`config.mk`:
```
export PLATFORM = sky130hd
export DESIGN_NAME = keypad_emulator
export DESIGN_NICKNAME = d
export VERILOG_FILES = /design/src/rtl/keypad_emulator.sv
export SDC_FILE = /design/constraint.sdc
export NUM_CORES = 1
export LEC_CHECK = 0
export BUFFER_PORTS_ARGS = -buffer_cell sky130_fd_sc_hd__buf_2
export CORE_ASPECT_RATIO = 1.4
export CORE_MARGIN = 10
export CORE_UTILIZATION = 40
export CTS_BUF_LIST = sky130_fd_sc_hd__clkbuf_4 sky130_fd_sc_hd__clkbuf_8
export CTS_CLUSTER_SIZE = 28
export DETAILED_ROUTE_END_ITERATION = 16
export GPL_TIMING_DRIVEN = 0
export PLACE_DENSITY_LB_ADDON = 0.05
export SYNTH_ARGS = -nofsm -noshare
export SYNTH_HDL_FRONTEND = slang
export SYNTH_SLANG_ARGS = --single-unit
```
`constraint.sdc`:
```
create_clock -name clk -period 5.16 [get_ports clk]
set_input_delay 0.258 -clock clk [delete_from_list [all_inputs] [get_ports clk]]
set_output_delay 0.258 -clock clk [all_outputs]
set_load 0.1 [all_outputs]
```
`src/rtl/keypad_emulator.sv`:
```
// -----------------------------------------------------------------------------
// keypad_emulator
//
// Stands in for a physical 4x4 matrix keypad on the far side of the scanner's
// column/row interface. A press is requested with a 4-bit key code and played
// out as press bounce, steady hold and release bounce. While the key is
// electrically closed, the key's row line follows its column drive line,
// exactly as a real switch closure would.
//
// Build option:
//   KEYPAD_EMU_BOUNCE_EN  defined   : bounce phases are generated from an 8-bit
//                                     LFSR (IDLE->BOUNCE_IN->HOLD->BOUNCE_OUT).
//                         undefined : clean contact, IDLE->HOLD->IDLE, no LFSR.
//
// Parameters:
//   BOUNCE_CYCLES  length of each bounce phase in clk cycles (>= 1)
//   HOLD_CYCLES    length of the steady-closed phase in clk cycles (>= 1)
//
// Ports:
//   clk        in   system clock, rising edge
//   reset      in   asynchronous active-high reset, clears all state
//   columnas   in   [3:0] column drive (bit3 = column 0 ... bit0 = column 3)
//   key_code   in   [3:0] key to press, sampled only on an accepted press_req
//   press_req  in   request a press; accepted only while idle
//   busy       out  high while a press sequence is in progress
//   done       out  one-cycle pulse when a press sequence completes
//   filas      out  [3:0] row lines, active-high (bit3 = row 0 ... bit0 = row 3)
// -----------------------------------------------------------------------------
module keypad_emulator #(
    parameter int BOUNCE_CYCLES = 1000,
    parameter int HOLD_CYCLES   = 2200000
) (
    input  logic       clk,
    input  logic       reset,
    input  logic [3:0] columnas,
    input  logic [3:0] key_code,
    input  logic       press_req,
    output logic       busy,
    output logic       done,
    output logic [3:0] filas
);

    localparam int MAX_LEN = (BOUNCE_CYCLES > HOLD_CYCLES) ? BOUNCE_CYCLES : HOLD_CYCLES;
    localparam int CW      = $clog2(MAX_LEN + 1);

    localparam logic [CW-1:0] HOLD_LAST = CW'(HOLD_CYCLES - 1);

    localparam logic [1:0] IDLE = 2'd0;
    localparam logic [1:0] HOLD = 2'd2;
`ifdef KEYPAD_EMU_BOUNCE_EN
    localparam logic [1:0] BOUNCE_IN  = 2'd1;
    localparam logic [1:0] BOUNCE_OUT = 2'd3;
    localparam logic [CW-1:0] BOUNCE_LAST = CW'(BOUNCE_CYCLES - 1);
`endif

    logic [1:0]    state_reg;
    logic [1:0]    state_next;
    logic [CW-1:0] count_reg;
    logic [CW-1:0] count_next;
    logic [3:0]    col_mask_reg;
    logic [3:0]    row_mask_reg;
    logic [3:0]    col_dec;
    logic [3:0]    row_dec;
    logic          load;
    logic          done_reg;
    logic          done_next;
    logic [3:0]    filas_reg;
    logic [3:0]    filas_next;
    logic          contact;
    logic          col_hit;

    // ------------------------------------------------------------------
    // Key code to one-hot column/row masks, laid out as the scanner
    // decodes them:  row0: 1 2 3 A   row1: 4 5 6 B
    //                row2: 7 8 9 C   row3: D 0 E F
    // Column c drives columnas[3-c]; row r drives filas[3-r].
    // ------------------------------------------------------------------
    always_comb begin
        col_dec = 4'b0000;
        row_dec = 4'b0000;
        case (key_code)
            4'h1: begin col_dec = 4'b1000; row_dec = 4'b1000; end
            4'h2: begin col_dec = 4'b0100; row_dec = 4'b1000; end
            4'h3: begin col_dec = 4'b0010; row_dec = 4'b1000; end
            4'hA: begin col_dec = 4'b0001; row_dec = 4'b1000; end
            4'h4: begin col_dec = 4'b1000; row_dec = 4'b0100; end
            4'h5: begin col_dec = 4'b0100; row_dec = 4'b0100; end
            4'h6: begin col_dec = 4'b0010; row_dec = 4'b0100; end
            4'hB: begin col_dec = 4'b0001; row_dec = 4'b0100; end
            4'h7: begin col_dec = 4'b1000; row_dec = 4'b0010; end
            4'h8: begin col_dec = 4'b0100; row_dec = 4'b0010; end
            4'h9: begin col_dec = 4'b0010; row_dec = 4'b0010; end
            4'hC: begin col_dec = 4'b0001; row_dec = 4'b0010; end
            4'hD: begin col_dec = 4'b1000; row_dec = 4'b0001; end
            4'h0: begin col_dec = 4'b0100; row_dec = 4'b0001; end
            4'hE: begin col_dec = 4'b0010; row_dec = 4'b0001; end
            4'hF: begin col_dec = 4'b0001; row_dec = 4'b0001; end
            default: begin col_dec = 4'b0000; row_dec = 4'b0000; end
        endcase
    end

`ifdef KEYPAD_EMU_BOUNCE_EN
    // Bounce source: x^8+x^6+x^5+x^4+1 Fibonacci LFSR, free-running in
    // every state so each press sees a different bounce pattern.
    logic [7:0] lfsr_reg;

    always_ff @(posedge clk or posedge reset) begin
        if (reset) begin
            lfsr_reg <= 8'hA5;
        end else begin
            lfsr_reg <= {lfsr_reg[6:0], lfsr_reg[7] ^ lfsr_reg[5] ^ lfsr_reg[4] ^ lfsr_reg[3]};
        end
    end
`endif

    // ------------------------------------------------------------------
    // Phase FSM. The counter restarts at zero on every state entry and
    // the state is left when it reaches its phase length minus one.
    // ------------------------------------------------------------------
    always_comb begin
        state_next = state_reg;
        count_next = count_reg + 1'b1;
        done_next  = 1'b0;
        load       = 1'b0;
        case (state_reg)
            IDLE: begin
                count_next = '0;
                if (press_req) begin
                    load = 1'b1;
`ifdef KEYPAD_EMU_BOUNCE_EN
                    state_next = BOUNCE_IN;
`else
                    state_next = HOLD;
`endif
                end
            end
`ifdef KEYPAD_EMU_BOUNCE_EN
            BOUNCE_IN: begin
                if (count_reg == BOUNCE_LAST) begin
                    state_next = HOLD;
                    count_next = '0;
                end
            end
            HOLD: begin
                if (count_reg == HOLD_LAST) begin
                    state_next = BOUNCE_OUT;
                    count_next = '0;
                end
            end
            BOUNCE_OUT: begin
                if (count_reg == BOUNCE_LAST) begin
                    state_next = IDLE;
                    count_next = '0;
                    done_next  = 1'b1;
                end
            end
`else
            HOLD: begin
                if (count_reg == HOLD_LAST) begin
                    state_next = IDLE;
                    count_next = '0;
                    done_next  = 1'b1;
                end
            end
`endif
            default: begin
                state_next = IDLE;
                count_next = '0;
            end
        endcase
    end

    // Electrical state of the switch for the current cycle.
    always_comb begin
        contact = 1'b0;
        case (state_reg)
            HOLD: contact = 1'b1;
`ifdef KEYPAD_EMU_BOUNCE_EN
            BOUNCE_IN, BOUNCE_OUT: contact = lfsr_reg[0];
`endif
            default: contact = 1'b0;
        endcase
    end

    // A closed key connects its column to its row: any driven column that
    // overlaps the key's column (multi-hot drive included) lights its row.
    assign col_hit = |(columnas & col_mask_reg);

    for (genvar gi = 0; gi < 4; gi++) begin : g_row
        assign filas_next[gi] = contact & col_hit & row_mask_reg[gi];
    end

    always_ff @(posedge clk or posedge reset) begin
        if (reset) begin
            state_reg    <= IDLE;
            count_reg    <= '0;
            col_mask_reg <= 4'b0000;
            row_mask_reg <= 4'b0000;
            done_reg     <= 1'b0;
            filas_reg    <= 4'b0000;
        end else begin
            state_reg <= state_next;
            count_reg <= count_next;
            done_reg  <= done_next;
            filas_reg <= filas_next;
            if (load) begin
                col_mask_reg <= col_dec;
                row_mask_reg <= row_dec;
            end
        end
    end

    assign busy  = (state_reg != IDLE);
    assign done  = done_reg;
    assign filas = filas_reg;

endmodule

```
## Word-level counts from Yosys, hierarchy flattened

Memory sizes are Yosys's and may differ from the RTL's. A register that Yosys moved wholly into a read port is not among the register bits.
Index checks and enable logic that the tools add are counted.

| operators by class | value |
|---|---|
| add/sub/neg operators | 1 |
| equal/unequal tests | 4 |
| mux-type cells | 10 |
| bitwise operators | 6 |
| reduce and logical (&&, ||, !) cells | 4 |

Operators by type and width:

| kind | count |
|---|---|
| $mux 22 | 2 |
| $add 22x1->22 const B | 1 |
| $eq 22x22->1 const B | 1 |
| $and 1x1->1 | 5 |
| $mux 1 | 5 |
| $and 4x4->4 | 1 |
| $mux 2 | 2 |
| $ne 2x2->1 const B | 2 |
| $pmux 2 s2 | 1 |
| $reduce_or 4->1 | 1 |
| $eq 2x2->1 const B | 1 |
| $logic_not 2->1 | 1 |
| $reduce_and 2->1 | 1 |
| $reduce_bool 2->1 | 1 |

| word-level totals | value |
|---|---|
| register bits after elaboration | 29 |
| ROM bits | 128 |
| bits of input ports | 11 |
| output and inout port bits | 6 |
| memories | 1 |

Memory list:

| memory | words | width | rd ports | clocked after memory_dff | write ports | line | source |
|---|---|---|---|---|---|---|---|
| (name not given) | 16 | 8 | 1 | 1 | 0 | 81 | `case (key_code)` |

## Logic depth before layout (Yosys ltp)

| logic depth | value |
|---|---|
| word-level depth | 4 |
| mapped depth | 6 |

## Worst setup path before layout

Ideal clock, no wire load.

| timing path | value |
|---|---|
| kind | reg-to-reg |
| start | register state_reg[1] |
| end | register col_mask_reg[0] |
| library setup time | 0.136 ns |
| arrival | 1.659 ns |
| path slack | 3.365 ns |
| cell stages (with the launch flop) | 4 |
| buffers on the path | 1 |
| clock period less this slack | 1.795 ns |
| path through | dfrtp_1 nand2b_1 clkbuf_1 o21ai_0 |

| on the way | value |
|---|---|
| word-level cells in the longest chain between the ends | 2 |

RTL lines:

| item | line | source |
|---|---|---|
| start, declared | 56 | `logic [1:0] state_reg;` |
| start signal, assigned | 202 | `state_reg <= state_next;` |
| $logic_not 2->1 | 125 | `case (state_reg)` |
| $mux 1 | 125 |  |
| end, declared | 60 | `logic [3:0] col_mask_reg;` |

No other way between the ends.
A chain may end at the register's enable or synchronous reset.

## Worst setup path in the final report

| timing path | value |
|---|---|
| start | register count_reg[3] |
| end | register state_reg[1] |

| on the way | value |
|---|---|
| word-level cells in the longest chain between the ends | 3 |

RTL lines:

| item | line | source |
|---|---|---|
| start, declared | 58 | `logic [CW-1:0] count_reg;` |
| start signal, assigned | 203 | `count_reg <= count_next;` |
| $eq 22x22->1 | 159 | `if (count_reg == HOLD_LAST) begin` |
| $ne 2x2->1 (no source line) | -- |  |
| $reduce_and 2->1 (no source line) | -- |  |

No other way between the ends.

==> impl_metrics.toml <==
[worst_setup_path]
endpoint_kind = "flop"
cp_max_fo = 10
cp_top_family = "simple AND/OR/NAND/NOR gates"
crit_slowest_cell = "o41ai_4"
cp_cell_sequence = "and3_1 > nand3_1 > o41ai_4 > buf_2 > nand2_1"
max_stage_delay_ns = 0.50
cp.required_ns = 5.32
critPathLaunchType = "flop"
critPathKind = "flop to flop"
cp.arrival_ns = 2.08
cp_num_buf_inv = 1

[floorplan]
die_h_um = 100.2
dieArea_um2 = 7741
rows = 29
dieWidth_um = 77.27
core_area_um2 = 4499
start_util_pct = 40.82
io_pins = 17

[sta]
fin_crit_ns = 1.917
timing.hold.ws_ns = 0.08999
fin_setup_tns_ns = 0
finalCritPeriodShare_pct = 37.14
skew_ns = 0.005147
finalHoldViolCount = 0
grt_setup_unrepaired = "false"
setup_viol = 0
worstMarginPinSlew_ns = 0.7356
slew_viol_final = 0
fmaxAchievable_mhz = 521.8
max_slew_margin_pct = 50.89

[synth]
synthArstFlopShare_pct = 100.0
synth_most_common_cell = "dfrtp_1"
syn_area_um2 = 1837
ys_ff_latch = 36
netlist_instances = 193
synthTopCellsByCount = "36 x dfrtp_1, 18 x nor2_1, 16 x nand2_1"
synth.top_cell.area_share_pct = 49.05
synth_warnings = 0
synth-edff-count = 0
ys.flop_type = "dfrtp_1"
syn_nets = 209
ys_top_cells_by_area = "dfrtp_1 49%, o21ai_0 4.1%, a21oi_1 3.8%, nor2_1 3.7%, ha_1 3.4%"
synth_top_area_cell = "dfrtp_1"
avgSynthCellArea_um2 = 9.517
seq_area_frac_synth_pct = 49.05
synth.distinct_cells = 34

[route]
routed_via_density = 5.108
routed_wl_um = 3875
wl_per_cell_um = 13.89
first_pass_iters = 4
detail-route-antenna-nets = 0
first_iter_violations = 75
num_vias = 1425
drc = 0

[global_routing]
grt_max_degree = 37
gr-total-overflow = 0
grt_usage_pct = 10.52
grt_pass1_vias = 1504
grt_first_pass_wirelength_um = 6651
grt_antenna_before_repair = 0

[clock_tree]
post-cts-setup-buffer-count = 0
clock-sinks = 36
tritoncts = "yes"
hold_buffers = 0
cts.clk_slew.worst_paths_ns = 0.07
insertion_delay_ns = 0.29
htreeDepth = 2
root_buffer = "clkbuf_8"
cts_buffers = 5
cts_buffer_depth = 2
cts_resized = 0

[final_layout]
regArea_um2 = 900.9
drive_gt1_share_pct = 14.75
area.growth.synth_to_final_pct = 13.62
diodes = 0
multi_input_area_um2 = 884.6
final_net_count = 232
largest_reg_flops = 22
fillers = 474
final_area_um2 = 2087

[place]
post_dp_cell_area_um2 = 1994
hpwl_um = 2957
portBuffers = 16
place_congestion = 0.7752

[worst_hold_path]
hold_path_class = "primary input to async pin"

[power]
max-vdd-ir-drop_uv = 127.3
p_total_uw = 526.1
powerDensity_nw_per_um2 = 252.1
leakagePower_nw = 0.9358

[run_status]
outcome = "finished, final reports clean"

[flow_run]
maxCapViolCount = 0
==> worst register-to-register path, cell delays in order, from the launching register on <==
cell,delay (ns)
dfrtp_1,0.44
and3_1,0.28
nand3_1,0.22
o41ai_4,0.50
buf_2,0.29
nand2_1,0.07
==> layer usage <==
metal	part of all wire (%)	global-route usage, %	up-vias
met2	56	20.32	13
met3	2.1	2.504	6
met4	1.9	4.648	0
li1	-	-	722
met5	0	0	-
met1	40	10.26	684
==> placed cells by master, fill, tap and decap left out, drive strengths merged, types with 2 or more instances in the layout <==
cell	n
o21ai	15
a22oi	2
nor3	2
o31ai	2
or3	6
clkinv	2
clkbuf	10
nand2b	5
a21oi	14
inv	7
and2	6
and3	4
nand3	11
nor2b	2
dfrtp	36
mux2i	2
nand2	16
nor4	4
ha	5
buf	18
nor2	18
and4	3
nand4	7
xnor2	6
xor2	6
==> logic make-up (layout without fill, tap and decap cells) <==
logic type	after synthesis	count (layout)	synth area share [%]
xor gates and xnor gates	12	12	5.722
adders and majority gates	5	5	3.406
buffers and inverters	13	37	2.793
muxes	3	3	1.703
and+or+nand+nor	88	88	25.55
AOI/OAI and AO/OA	36	36	11.78
DFF	36	36	49.05
==> path summary, 6_finish.rpt <==
| path | depth (start not counted) | slack, ns | start | endpoint |
|---|---|---|---|---|
| min | 2 | 0.09 | reset | count_reg[6] |
| min in group clk | 4 | 0.38 | key_code[3] | row_mask_reg[2] |
| max reg2reg | 5 | 3.24 | count_reg[3] | state_reg[1] |
| max in group asynchronous | 2 | 4.60 | reset | count_reg[9] |
| min reg2reg | 1 | 0.48 | row_mask_reg[0] | filas[0] |
| max | 5 | 3.24 | count_reg[3] | state_reg[1] |
==> area by class of cell <==
cell class | count | area share, %
Tap cell | 62 | 3.717
Clock inverter | 2 | 0.4796
Multi-Input combinational cell | 144 | 42.39
Clock buffer | 6 | 3.957
Inverter | 7 | 1.259
Sequential cell | 36 | 43.17
Timing Repair Buffer | 16 | 3.837
Buffer | 6 | 1.199
==> power by group <==
part / internal, mW / switching [mW]
combinational: 0.0110 / 0.0233
clock: 0.106 / 0.0981
sequential: 0.286 / 0.00154
==> metrics by stage <==
stage | setup slack, ns | utilization (%) | cells
floorplan | 3.365 | - | 193
global placement | 3.266 | 44.33 | 271
detailed placement | 3.261 | 44.33 | 271
CTS | 3.225 | 46.38 | 279
global route | 3.045 | 46.38 | 279
finish | 3.243 | 46.38 | 279
Note: power is estimated with default switching activity, not from simulation.
